--- config.mk ---
export PLATFORM = sky130hd
export DESIGN_NAME = ex_mem_stage
export DESIGN_NICKNAME = d
export VERILOG_FILES = /design/src/rtl/ex_mem_stage.sv
export SDC_FILE = /design/constraint.sdc
export NUM_CORES = 1
export LEC_CHECK = 0
export ABC_AREA = 1
export CAP_MARGIN = 20
export CORE_UTILIZATION = 25
export DETAILED_ROUTE_END_ITERATION = 10
export PLACE_DENSITY = 0.52
export SETUP_SLACK_MARGIN = 0.02
export SLEW_MARGIN = 20
export SYNTH_ARGS = -nofsm -noshare
export SYNTH_HDL_FRONTEND = slang
export SYNTH_SLANG_ARGS = --single-unit
export TNS_END_PERCENT = 1
--- constraint.sdc ---
create_clock -name clk -period 3.7 [get_ports clk]
set_input_delay 0.37 -clock clk [delete_from_list [all_inputs] [get_ports clk]]
set_output_delay 0.37 -clock clk [all_outputs]
set_load 0.01 [all_outputs]
--- src/rtl/ex_mem_stage.sv ---
// ex_mem_stage: EX/MEM pipeline register with branch resolution and
// store pre-formatting. A single skid-less register slot is used, with a
// valid/ready handshake on both sides. Taken branches produce a registered
// one-cycle redirect pulse that does not wait for the memory stage.
module ex_mem_stage #(
  parameter int XLEN       = 32,
  parameter int REG_ADDR_W = 5
) (
  input  logic                  clk,
  input  logic                  reset,
  // upstream (EX) side
  input  logic                  ex_valid,
  output logic                  ex_ready,
  input  logic [XLEN-1:0]       alu_result,
  input  logic                  alu_zero,
  input  logic [XLEN-1:0]       rs2_data,
  input  logic [XLEN-1:0]       pc,
  input  logic [XLEN-1:0]       imm,
  input  logic [REG_ADDR_W-1:0] rd,
  input  logic                  is_branch,
  input  logic                  mem_read,
  input  logic                  mem_write,
  input  logic                  mem_byte,
  input  logic                  reg_write,
  input  logic                  flush,
  // downstream (MEM) side
  output logic                  mem_valid,
  input  logic                  mem_ready,
  output logic [XLEN-1:0]       mem_addr,
  output logic [XLEN-1:0]       mem_wdata,
  output logic [3:0]            mem_wstrb,
  output logic [REG_ADDR_W-1:0] mem_rd_o,
  output logic                  mem_rd_en,
  output logic                  mem_regwr,
  output logic                  misalign,
  // front-end redirect
  output logic                  redirect,
  output logic [XLEN-1:0]       redirect_pc
);

  // Everything that moves together into the register slot on accept.
  typedef struct packed {
    logic [XLEN-1:0]       addr;
    logic [XLEN-1:0]       wdata;
    logic [3:0]            wstrb;
    logic [REG_ADDR_W-1:0] rd;
    logic                  rd_en;
    logic                  regwr;
    logic                  mis;
    logic [XLEN-1:0]       tgt;
  } payload_t;

  payload_t nxt;
  payload_t cur;
  logic     accept;
  logic     taken;
  logic     word_acc;
  logic     mis_in;
  logic     mem_op;

  // The slot frees up when empty or when its occupant leaves this cycle.
  assign ex_ready = !mem_valid | mem_ready;

  // A flush kills anything arriving in the same cycle.
  assign accept = ex_valid & ex_ready & !flush;

  // Branch condition is computed by the ALU; zero flag means "condition true".
  assign taken = is_branch & alu_zero;

  // Word accesses must be naturally aligned; byte accesses never trap.
  assign word_acc = (mem_read | mem_write) & !mem_byte;
  assign mis_in   = word_acc & (alu_result[1:0] != 2'b00);
  assign mem_op   = !is_branch & !mis_in;

  // Pre-format the incoming instruction into its registered form.
  always_comb begin
    nxt       = '0;
    nxt.addr  = alu_result;
    nxt.rd    = rd;
    nxt.mis   = mis_in;
    nxt.tgt   = pc + imm;
    // byte stores drive the byte on every lane so the strobe picks the lane
    nxt.wdata = mem_byte ? {4{rs2_data[7:0]}} : rs2_data;
    nxt.wstrb = 4'b0000;
    if (mem_write && mem_op) begin
      nxt.wstrb = mem_byte ? (4'b0001 << alu_result[1:0]) : 4'b1111;
    end
    nxt.rd_en = mem_read & mem_op;
    // x0 is hardwired, so a write to it is dropped here rather than later
    nxt.regwr = reg_write & mem_op & (rd != '0);
  end

  // Slot occupancy and the one-cycle redirect pulse.
  always_ff @(posedge clk) begin
    if (reset) begin
      mem_valid <= 1'b0;
      redirect  <= 1'b0;
    end else if (flush) begin
      mem_valid <= 1'b0;
      redirect  <= 1'b0;
    end else begin
      if (accept)         mem_valid <= 1'b1;
      else if (mem_ready) mem_valid <= 1'b0;
      redirect <= accept & taken;
    end
  end

  // Payload register: loads only on accept, otherwise holds (stale after flush).
  always_ff @(posedge clk) begin
    if (reset) begin
      cur <= '0;
    end else if (accept) begin
      cur <= nxt;
    end
  end

  assign mem_addr    = cur.addr;
  assign mem_wdata   = cur.wdata;
  assign mem_wstrb   = cur.wstrb;
  assign mem_rd_o    = cur.rd;
  assign mem_rd_en   = cur.rd_en;
  assign mem_regwr   = cur.regwr;
  assign misalign    = cur.mis;
  assign redirect_pc = cur.tgt;

endmodule

Yosys cells after proc, flatten, opt, wreduce, memory -nomap -nowiden
Cells that the tools add are included.

storage, ports and cells
  register bits = 110
  logic and storage cells = 39

operators by class
  $add $sub $neg = 1
  shift-type cells = 1
  muxes and demuxes = 5
  bitwise gates (word level) = 12
  reduce and logical (&&, ||, !) cells = 10

operators by type and width
  kind                                                               number
  32-bit adder                                                       1
  32-bit 2-to-1 mux                                                  1
  1-bit AND                                                          10
  4-bit 2-to-1 mux                                                   2
  1-bit logical NOT                                                  5
  5-bit nonzero test                                                 1
  2-bit nonzero test                                                 2
  1-bit by 2-bit << shifter with 4-bit output, first input constant  1
  1-bit 2-to-1 mux                                                   2
  1-bit bitwise OR                                                   2
  2-bit OR reduction                                                 1
  1-bit logical AND                                                  1

Depth between registers and ports, before layout
  depth after elaboration = 7
  mapped depth = 13

Least setup slack after synthesis
No wires, ideal clock.

  path type = input port to flip-flop
  start = in pc[0]
  end = reg cur, in the netlist redirect_pc[20]
  library setup time = 109 ps
  data arrival time = 1,735 ps
  path slack = 1,856 ps
  cell stages on the path = 12
  buffers on the path = 0
  path through = ha_1 > fa_1 > nand3_1 > nand3_1 > nand3_1 > nand3_1 > nand3_1 > nand2_1 > nand2_1 > nand3_1 > nand2_1 > inv_1

between the ends
  cells in the longest elaborated chain, start to end = 1

RTL lines
  item                    line  text
  start: declaration      17    input logic [XLEN-1:0] pc,
  32-bit adder            81    nxt.tgt = pc + imm;
  end signal: assignment  113   cur <= nxt;
  end: declaration        54    payload_t cur;

Every way passes these cells.
A chain may end at the register's enable or synchronous reset.

Worst setup path in the final report
Same ends and word-level chain as after synthesis.

==> results.toml <==
[sta]
grt_setup_unrepaired = "no"
tns_ns = 0
hold_ws_ns = 0.466
tightest_slew_ns = 0.876
setup_violations = 0
fmax_ghz = 0.456
clock_skew_ns = 0.0141
min_period_ns = 2.19
final-hold-violation-count = 0
final_max_slew_viol_count = 0
relSlewSlack_pct = 41.5
min_period_over_period_pct = 59.2

[drt]
drtAntennaViolNets = 0
wl_um = 22500
via_count = 6822
firstDrtPassIters = 4
wl_per_cell_um = 14.1
viasPerCell = 4.27
drt-initial-drc-count = 361
drc = 0

[status]
status = "completed"

[final_layout]
multi_input_area_mm2 = 0.00345
final_layout_size_suffix_gt1_share_pct = 2.44
fillerInstances = 2754
area.growth.synth_to_final_pct = 49.5
regArea_mm2 = 0.00220
antenna_cells = 0
layout.nets = 1439

[clocking]
cts-root-buf = "clkbuf_16"
clock_sinks = 110
path_clk_slew_ns = 0.08
h-tree-depth = 3
cts_tree = "yes"
hold_buffers = 0
post_cts.repair.setup_buffers = 0
cts_made_buffers = 9
clock_latency_ns = 0.37
max-clock-path-buffers = 2
cts_resized = 0

[pwr]
comb_power_share_pct = 27.7
clockPowerShare_pct = 33.5
p_leak_nw = 4.59
power_frac_seq_pct = 38.8
power_per_cell_area_mw_per_mm2 = 351
intPower_mw = 2.32
ir_drop_mv = 0.187
sw_frac_of_total_pct = 30.9
power.switching_mw = 1.04

[die]
die_x_um = 162
rows = 58
top_level_ports = 255
die_y_um = 162
core_mm2 = 0.0252
start_util_pct = 25.4
die_area_mm2 = 0.0263

[global_route]
grt_max_degree = 141
grt_pass1_vias = 6426
grt_pass1_wl_um = 34900
grt.total_usage_pct = 17.1
grt-ovfl-total = 0
antenna_found_initial = 0

[yosys]
syn_avg_cell_area_um2 = 6.22
synthCells = 1030
synth_cell_types = 33
synth-simple-area-share_pct = 32.1
synth-adder-area-share_pct = 6.37
synth_top_cell_by_area = "dfxtp_1"
yosys_warnings = 0
synth_common_cells = "269 x nand2_1, 182 x nor2_1, 154 x inv_1"
synth_nets = 1206
synth-edff-count = 0
synth_xor_area_share_pct = 2.05
synth.cell_area_mm2 = 0.00640
synth_top_family_by_area = "simple AND/OR/NAND/NOR gates"
ys_seq_area_share_pct = 34.4
synth_ff_type = "dfxtp_1"
synth.area.mux_share_pct = 0
ys_ff_latch = 110
yosysMostFrequentCell = "nand2_1"
synthArstFlopShare_pct = 0
synth_compound_area_share_pct = 13.3
synth_top_area_share_pct = 34.4
synthTopCellsByArea = "dfxtp_1 34%, nand2_1 16%, nor2_1 11%"

[run]
max-cap-violations = 0

[worst_setup_path]
crit_required_ns = 3.96
cp_max_fo = 4
critPathLaunchType = "primary input"
crit_type = "in -> reg"
worstPathCellList = "clkdlybuf4s50_1 > ha_1 > fa_1 > nand3_1 > nand3_1 > nand3_1 > nand3_1 > nand3_1 > nand2_1 > nand2_1 > nand3_1 > nand2_1 > inv_1"
arrival_ns = 2.45
rrSetupSlack_ns = 1.64
critPathMaxStageDelay_ns = 0.46
worst_path_most_repeated_cell = "nand3_1"
crit_family = "simple AND/OR/NAND/NOR gates"
cp_slowest_cell = "fa_1"
end_kind = "flop"
critPathBufInv = 2

[worst_hold_path]
hold_class = "reg -> reg"

[placement]
routabilityCongestion = 0.843
port_buffers = 254
dp_hpwl_um = 17200
layout by cell type, fill, tap and decap left out, drive strengths merged, types with 2 or more instances in the layout:
master         netlist  layout
nor2               184     184
ha                  31      31
xnor2                3       3
inv                157     160
nor3                 4       4
o21ai               80      80
clkbuf              19       9
bufinv               0       2
nand3               52      52
a31oi                9       9
xor2                12      12
nand4                3       3
dfxtp              110     110
o21bai               3       3
a21o                 2       2
buf                 17       5
clkinv               0       2
clkdlybuf4s50        0     253
a21oi               65      65
nand2              271     271
kinds of logic (layout without fill, tap and decap cells):
group,Yosys count,in the layout
compound gates,163,163
xor+xnor,15,15
fa+ha+maj,32,32
buf+inv,193,431
flops,110,110
simple gates,517,517
area by class of cell:
cell class,count,share of cell area (%)
flip-flops and latches,110,23.0
inverters,157,6.16
multi-input cells,727,36.0
repair buffers,258,27.0
clock buffers,9,2.35
clock inverters,7,1.19
well taps,330,4.31
sequential cells by signal, summed over array words and instances (netlist names):
signal / count
mem_wdata: 32
mem_regwr: 1
mem_wstrb: 4
redirect_pc: 32
mem_rd_o: 5
misalign: 1
mem_addr: 32
redirect: 1
mem_rd_en: 1
mem_valid: 1
tightest hold or removal path, cell delays in order (launching register included):
cell	delay, ns
dfxtp_1	0.31
nand2_1	0.06
a21oi_1	0.05
path summary, 6_finish.rpt:
path | from | to | cells past startpoint
max | pc[0] | redirect_pc[20]$_SDFFE_PP0P_ | 13
min | mem_addr[0]$_SDFFE_PP0P_ | mem_addr[0]$_SDFFE_PP0P_ | 2
min reg2reg | mem_addr[0]$_SDFFE_PP0P_ | mem_addr[0]$_SDFFE_PP0P_ | 2
max reg2reg | mem_valid$_SDFFE_PP0P_ | mem_wdata[13]$_SDFFE_PP0P_ | 7
per-layer routing:
layer  share of wire [%]  up-vias  wire (um)  global-route usage, %
met5                   0        -          0                      0
met2                  45      165      10200                   27.8
li1                    -     3672          -                      -
met1                  47     2961      10600                   22.4
met4                 1.7        0        376                   5.06
met3                 5.6       24       1250                   3.83
stage by stage:
stage	total power [mW]	std cells	setup slack [ns]	area [um2]	utilization, %
global placement	2.27	1582	1.15	9230	36.7
floorplan	1.80	1030	1.86	6400	-
finish	3.36	1598	1.51	9570	38.0
global route	3.56	1598	1.36	9570	38.0
detailed placement	2.27	1582	1.14	9230	36.7
CTS	3.42	1598	1.52	9570	38.0
power groups by stage:
stage | Clock (mW) | Combinational (mW) | Sequential [mW]
2_1_floorplan | 0 | 0.436 | 1.36
3_3_place_gp | 0 | 0.938 | 1.33
3_5_place_dp | 0 | 0.937 | 1.33
4_1_cts | 1.17 | 0.943 | 1.31
5_1_grt | 1.21 | 1.04 | 1.31
6_report | 1.12 | 0.930 | 1.30
(Power assumes the default switching activity.)
